### src/rtl/direction_pkg.sv
// Shared types for the entry/exit direction detector: FSM state encoding and
// the {a,b} debounced sensor pair codes.
package direction_pkg;

  typedef enum logic [2:0] {
    StIdle,
    StInA,
    StInAb,
    StInB,
    StOutB,
    StOutBa,
    StOutA,
    StWaitClr
  } state_e;

  localparam logic [1:0] P_NONE = 2'b00;
  localparam logic [1:0] P_A    = 2'b10;
  localparam logic [1:0] P_B    = 2'b01;
  localparam logic [1:0] P_AB   = 2'b11;

  // Pair level a state implies; WAIT_CLR has no fixed level and reports P_NONE.
  function automatic logic [1:0] state_pair(state_e s);
    logic [1:0] p;
    p = P_NONE;
    case (s)
      StInA, StOutA:   p = P_A;
      StInAb, StOutBa: p = P_AB;
      StInB, StOutB:   p = P_B;
      default:         p = P_NONE;
    endcase
    return p;
  endfunction

endpackage

### src/rtl/debounce_filter.sv
// Two-flop synchronizer followed by a hold-count debounce filter for one
// asynchronous presence sensor.
module debounce_filter #(
  parameter int unsigned DEBOUNCE = 4
) (
  input  logic clk_i,
  input  logic reset_i,
  input  logic din_i,
  output logic dout_o
);

  localparam int unsigned CntW = $clog2(DEBOUNCE + 1);

  logic            sync1_q, sync2_q;
  logic            dout_q, dout_d;
  logic [CntW-1:0] cnt_q, cnt_d;

  // Any cycle where the synchronized level matches the output wipes the count.
  always_comb begin
    cnt_d  = '0;
    dout_d = dout_q;
    if (sync2_q != dout_q) begin
      if (cnt_q == CntW'(DEBOUNCE - 1)) begin
        dout_d = sync2_q;
      end else begin
        cnt_d = cnt_q + 1'b1;
      end
    end
  end

  always_ff @(posedge clk_i) begin
    if (reset_i) begin
      sync1_q <= 1'b0;
      sync2_q <= 1'b0;
      dout_q  <= 1'b0;
      cnt_q   <= '0;
    end else begin
      sync1_q <= din_i;
      sync2_q <= sync1_q;
      dout_q  <= dout_d;
      cnt_q   <= cnt_d;
    end
  end

  assign dout_o = dout_q;

endmodule

### src/rtl/direction_detector.sv
// Turns outer (A) / inner (B) presence sensors into one-cycle entry (sum),
// exit (res) and illegal-transition (err) pulses for the occupancy counter.
module direction_detector
  import direction_pkg::*;
#(
  parameter int unsigned DEBOUNCE = 4
) (
  input  logic clk_i,
  input  logic reset_i,
  input  logic sensor_a_i,
  input  logic sensor_b_i,
  output logic sum_o,
  output logic res_o,
  output logic err_o
);

  logic       dbn_a, dbn_b;
  logic [1:0] pair;
  logic       pulse_q;
  logic       illegal;
  state_e     state_q;
  logic       sum_q, res_q, err_q;

  debounce_filter #(
    .DEBOUNCE(DEBOUNCE)
  ) u_filter_a (
    .clk_i  (clk_i),
    .reset_i(reset_i),
    .din_i  (sensor_a_i),
    .dout_o (dbn_a)
  );

  debounce_filter #(
    .DEBOUNCE(DEBOUNCE)
  ) u_filter_b (
    .clk_i  (clk_i),
    .reset_i(reset_i),
    .din_i  (sensor_b_i),
    .dout_o (dbn_b)
  );

  assign pair    = {dbn_a, dbn_b};
  assign pulse_q = sum_q | res_q | err_q;
  // Both bits flipped relative to the level the current state implies.
  assign illegal = (state_q != StWaitClr) && (pair == ~state_pair(state_q));

  // A pulse directly after another is dropped so outputs never stay high two
  // cycles; only reachable with very short DEBOUNCE settings.
  always_ff @(posedge clk_i) begin
    if (reset_i) begin
      state_q <= StIdle;
      sum_q   <= 1'b0;
      res_q   <= 1'b0;
      err_q   <= 1'b0;
    end else begin
      sum_q <= 1'b0;
      res_q <= 1'b0;
      err_q <= 1'b0;
      if (illegal) begin
        err_q   <= ~pulse_q;
        state_q <= (pair == P_NONE) ? StIdle : StWaitClr;
      end else begin
        unique case (state_q)
          StIdle: begin
            if (pair == P_A) state_q <= StInA;
            else if (pair == P_B) state_q <= StOutB;
          end
          StInA: begin
            if (pair == P_AB) state_q <= StInAb;
            else if (pair == P_NONE) state_q <= StIdle;
          end
          StInAb: begin
            if (pair == P_B) state_q <= StInB;
            else if (pair == P_A) state_q <= StInA;
          end
          StInB: begin
            if (pair == P_NONE) begin
              state_q <= StIdle;
              sum_q   <= ~pulse_q;
            end else if (pair == P_AB) begin
              state_q <= StInAb;
            end
          end
          StOutB: begin
            if (pair == P_AB) state_q <= StOutBa;
            else if (pair == P_NONE) state_q <= StIdle;
          end
          StOutBa: begin
            if (pair == P_A) state_q <= StOutA;
            else if (pair == P_B) state_q <= StOutB;
          end
          StOutA: begin
            if (pair == P_NONE) begin
              state_q <= StIdle;
              res_q   <= ~pulse_q;
            end else if (pair == P_AB) begin
              state_q <= StOutBa;
            end
          end
          StWaitClr: begin
            if (pair == P_NONE) state_q <= StIdle;
          end
          default: state_q <= StIdle;
        endcase
      end
    end
  end

  assign sum_o = sum_q;
  assign res_o = res_q;
  assign err_o = err_q;

endmodule

### config.mk
export PLATFORM = sky130hd
export DESIGN_NAME = direction_detector
export DESIGN_NICKNAME = d
export VERILOG_FILES = /design/src/rtl/direction_pkg.sv /design/src/rtl/debounce_filter.sv /design/src/rtl/direction_detector.sv
export SDC_FILE = /design/constraint.sdc
export NUM_CORES = 1
export LEC_CHECK = 0
export CAP_MARGIN = 40
export CELL_PAD_IN_SITES_DETAIL_PLACEMENT = 1
export CELL_PAD_IN_SITES_GLOBAL_PLACEMENT = 2
export CORE_MARGIN = 5
export CORE_UTILIZATION = 32
export DETAILED_ROUTE_END_ITERATION = 12
export PLACE_DENSITY = 0.83
export SLEW_MARGIN = 30
export SYNTH_ARGS = -nofsm -noshare
export SYNTH_HDL_FRONTEND = slang
export SYNTH_SLANG_ARGS = --single-unit
### constraint.sdc
create_clock -name clk_i -period 1.63 [get_ports clk_i]
set_input_delay 0.4075 -clock clk_i [delete_from_list [all_inputs] [get_ports clk_i]]
set_output_delay 0.4075 -clock clk_i [all_outputs]
set_load 0.005 [all_outputs]
==> metrics.yaml <==
logic_synthesis:
  ys_seq_area_frac: 0.3400
  synth_largest_area_cell: "dfxtp_1"
  synthCells: 122
  avgSynthCellArea_um2: 8.687
  ys_top_cells_by_area: "dfxtp_1 34%, ha_1 9.4%, nor2_1 5.0%"
  yosysTopAreaCellShare: 0.3400
  yosysWarnings: 0
  synth_area_um2: 1060
  syn_nets: 134
  ys_seq_elements: 18
  synth_cell_types: 43
cells_and_area:
  top_regs: "state_q (3), u_filter_a.cnt_q (3), u_filter_b.cnt_q (3)"
  area_delta_synth_final_pct: 34.47
  finalInstanceArea_um2: 1425
  final_core_util: 0.4593
  fin_nets: 162
  drive_above_1_share: 0.3087
  n_antenna_cell: 0
grt:
  grt_pass1_vias: 1011
  gr-total-overflow: 0
  grt_pass1_wl_um: 4416
  grt_max_degree: 11
  track_usage: 0.1283
  grt_antenna_before_repair: 0
setup_path:
  cp.required_ns: 1.86
  slowest_delay_ns: 0.39
  path_max_fanout: 6
  crit_slowest_cell: "dfxtp_4"
  endpoint_kind: "flop"
  start_kind: "flop"
  worstPathArrival_ns: 1.97
  cp_cell_sequence: "buf_6 > ha_4 > or3_4 > and3_4 > o21ai_4 > nand3_2 > a31oi_2"
  crit_type: "flop to flop"
clock_tree:
  clockBufferDepth: 2
  clkLatencyLatePin_ns: 0.29
  cts_inserted_buffers: 3
  htree_levels: 1
  cts_tree: "done"
  cts_root_buf: "clkbuf_4"
  path_clk_slew_ns: 0.10
  clock_sinks: 18
power_and_ir_drop:
  power_density_nw_per_um2: 650.6
  power.leakage_nw: 0.5522
  vdd_drop_max_mv: 0.3676
floorplanning:
  rows: 20
  coreArea_um2: 3103
  die_h_um: 67.55
  dieWidth_um: 67.55
  dieArea_um2: 4562
  start_util: 0.3415
  num_io_pins: 7
route:
  dr.pass1.iters: 4
  via_count: 949
  wl_per_cell_um: 13.80
  routed_via_density: 4.917
  wirelength_um: 2664
  drt_iter0_markers: 23
  antenna_left: 0
  drcViolationCount: 0
sta:
  maxSlewViolCount: 0
  post-route-period-util: 1.066
  hold_viol: 0
  hold-worst-slack_ns: 0.4349
  finClkSkew_ns: 0.001462
  worst_pin_slew_ns: 0.3163
  final.setup.tns_ns: -0.5034
  max_freq_mhz: 575.6
  setup_viol_count_final: 6
  fin_crit_ns: 1.737
  layout_setup_ws_ns: -0.1073
  max-slew-margin-rel: 0.7878
  rsz0062_at_grt: "true"
placed_design:
  portBuffers: 6
  hpwl_um: 2165
  gp_congestion: 0.8478
  placed_area_um2: 1365
min_path:
  hold_path_class: "flop to flop"
job:
  max_cap_violations: 0
outcome:
  violations: "setup timing"
  status: "complete, but fails checks"
-- Yosys cell counts, drive strengths merged --
cell type  number
a211oi          1
a21o            2
a21oi           5
a22o            1
a311o           1
a31o            1
a31oi           4
and2            1
and2b           1
and3            1
and4            2
buf             5
clkbuf          1
dfxtp          18
ha              8
inv             9
maj3            1
mux2i           4
nand2           9
nand2b          1
nand3           3
nand4           1
nor2           14
nor2b           5
nor3            3
o211ai          1
o21ai           5
o221ai          2
o2bb2ai         1
or2             1
or3             3
or3b            1
or4             2
xnor2           3
xor2            1
-- what timing repair did --
action | CTS | global route
setup buffers | 0 | 0
endpoints found under the setup margin | 6 | 6
hold buffers | 0 | 0
pin swaps | 2 | 6
hold endpoints to repair | 0 | 0
gates resized for setup | 2 | 3
-- path summary, 6_finish.rpt --
kind | from | to | slack [ns] | cells past startpoint
max | state_q[1]$_SDFFE_PP0P_ | state_q[2]$_SDFFE_PP0P_ | -0.11 | 7
min | u_filter_a.cnt_q[0]$_SDFF_PP0_ | u_filter_a.cnt_q[0]$_SDFF_PP0_ | 0.43 | 1
max reg2reg | state_q[1]$_SDFFE_PP0P_ | state_q[2]$_SDFFE_PP0P_ | -0.11 | 7
min reg2reg | u_filter_a.cnt_q[0]$_SDFF_PP0_ | u_filter_a.cnt_q[0]$_SDFF_PP0_ | 0.43 | 1
-- placed cells by master (no fill, tap or decap), types with 3 or more instances in the layout --
| cell | Yosys | routed |
|---|---|---|
| clkbuf_4 | 0 | 3 |
| nor2b_1 | 5 | 5 |
| ha_1 | 8 | 4 |
| ha_4 | 0 | 3 |
| xnor2_1 | 3 | 3 |
| buf_4 | 1 | 22 |
| mux2i_1 | 4 | 4 |
| clkdlybuf4s50_1 | 0 | 6 |
| dfxtp_1 | 18 | 16 |
| a21oi_1 | 4 | 4 |
| nand2_1 | 9 | 9 |
| nor2_1 | 14 | 14 |
| inv_1 | 9 | 7 |
-- layer usage --
metal	GRT usage	up-vias	part of all wire
met1	0.1540	449	0.47
met3	0.03161	2	0.029
li1	-	483	-
met2	0.2248	15	0.50
met5	0	-	0
met4	0.03544	0	0.0045
-- metrics by stage --
stage	instances	power, mW	setup slack (ns)
finish	193	0.9272	-0.1073
global route	193	0.9780	-0.1682
CTS	193	0.9344	-0.1042
detailed placement	189	0.6563	-0.1546
global placement	189	0.6492	-0.09256
floorplan	122	0.5836	-0.05418
-- final cells by class --
class,count,area [um^2]
Fill cell,394,1678
Multi-Input combinational cell,89,690.7
Sequential cell,18,367.9
Timing Repair Buffer,29,236.5
Tap cell,44,55.05
Inverter,9,38.79
Clock buffer,4,36.28
-- power breakdown --
group          switching (mW)  leakage [nW]  internal, mW
registers              0.0141         0.148         0.452
logic                  0.0860         0.384        0.0990
clock network           0.140        0.0210         0.136
-- worst max-delay path: cells and delay by family (launching register included) --
family / cells / cell delay [ns]
flip-flops: 1 / 0.39
AO/OA/AOI/OAI: 2 / 0.35
AND/OR/NAND/NOR: 3 / 0.64
adder cells (fa/ha/maj): 1 / 0.17
buffers and inverters: 1 / 0.12
-- kinds of logic (layout without fill, tap and decap cells) --
family | count (synthesis) | in the layout | share of synthesized area
compound gates | 24 | 24 | 0.1736
xor+xnor | 4 | 4 | 0.03306
fa+ha+maj | 9 | 9 | 0.1039
buf+inv | 15 | 42 | 0.06729
flops | 18 | 18 | 0.3400
mux | 4 | 4 | 0.03778
simple gates | 48 | 48 | 0.2444
No activity file was read; power rests on OpenSTA's default activity.
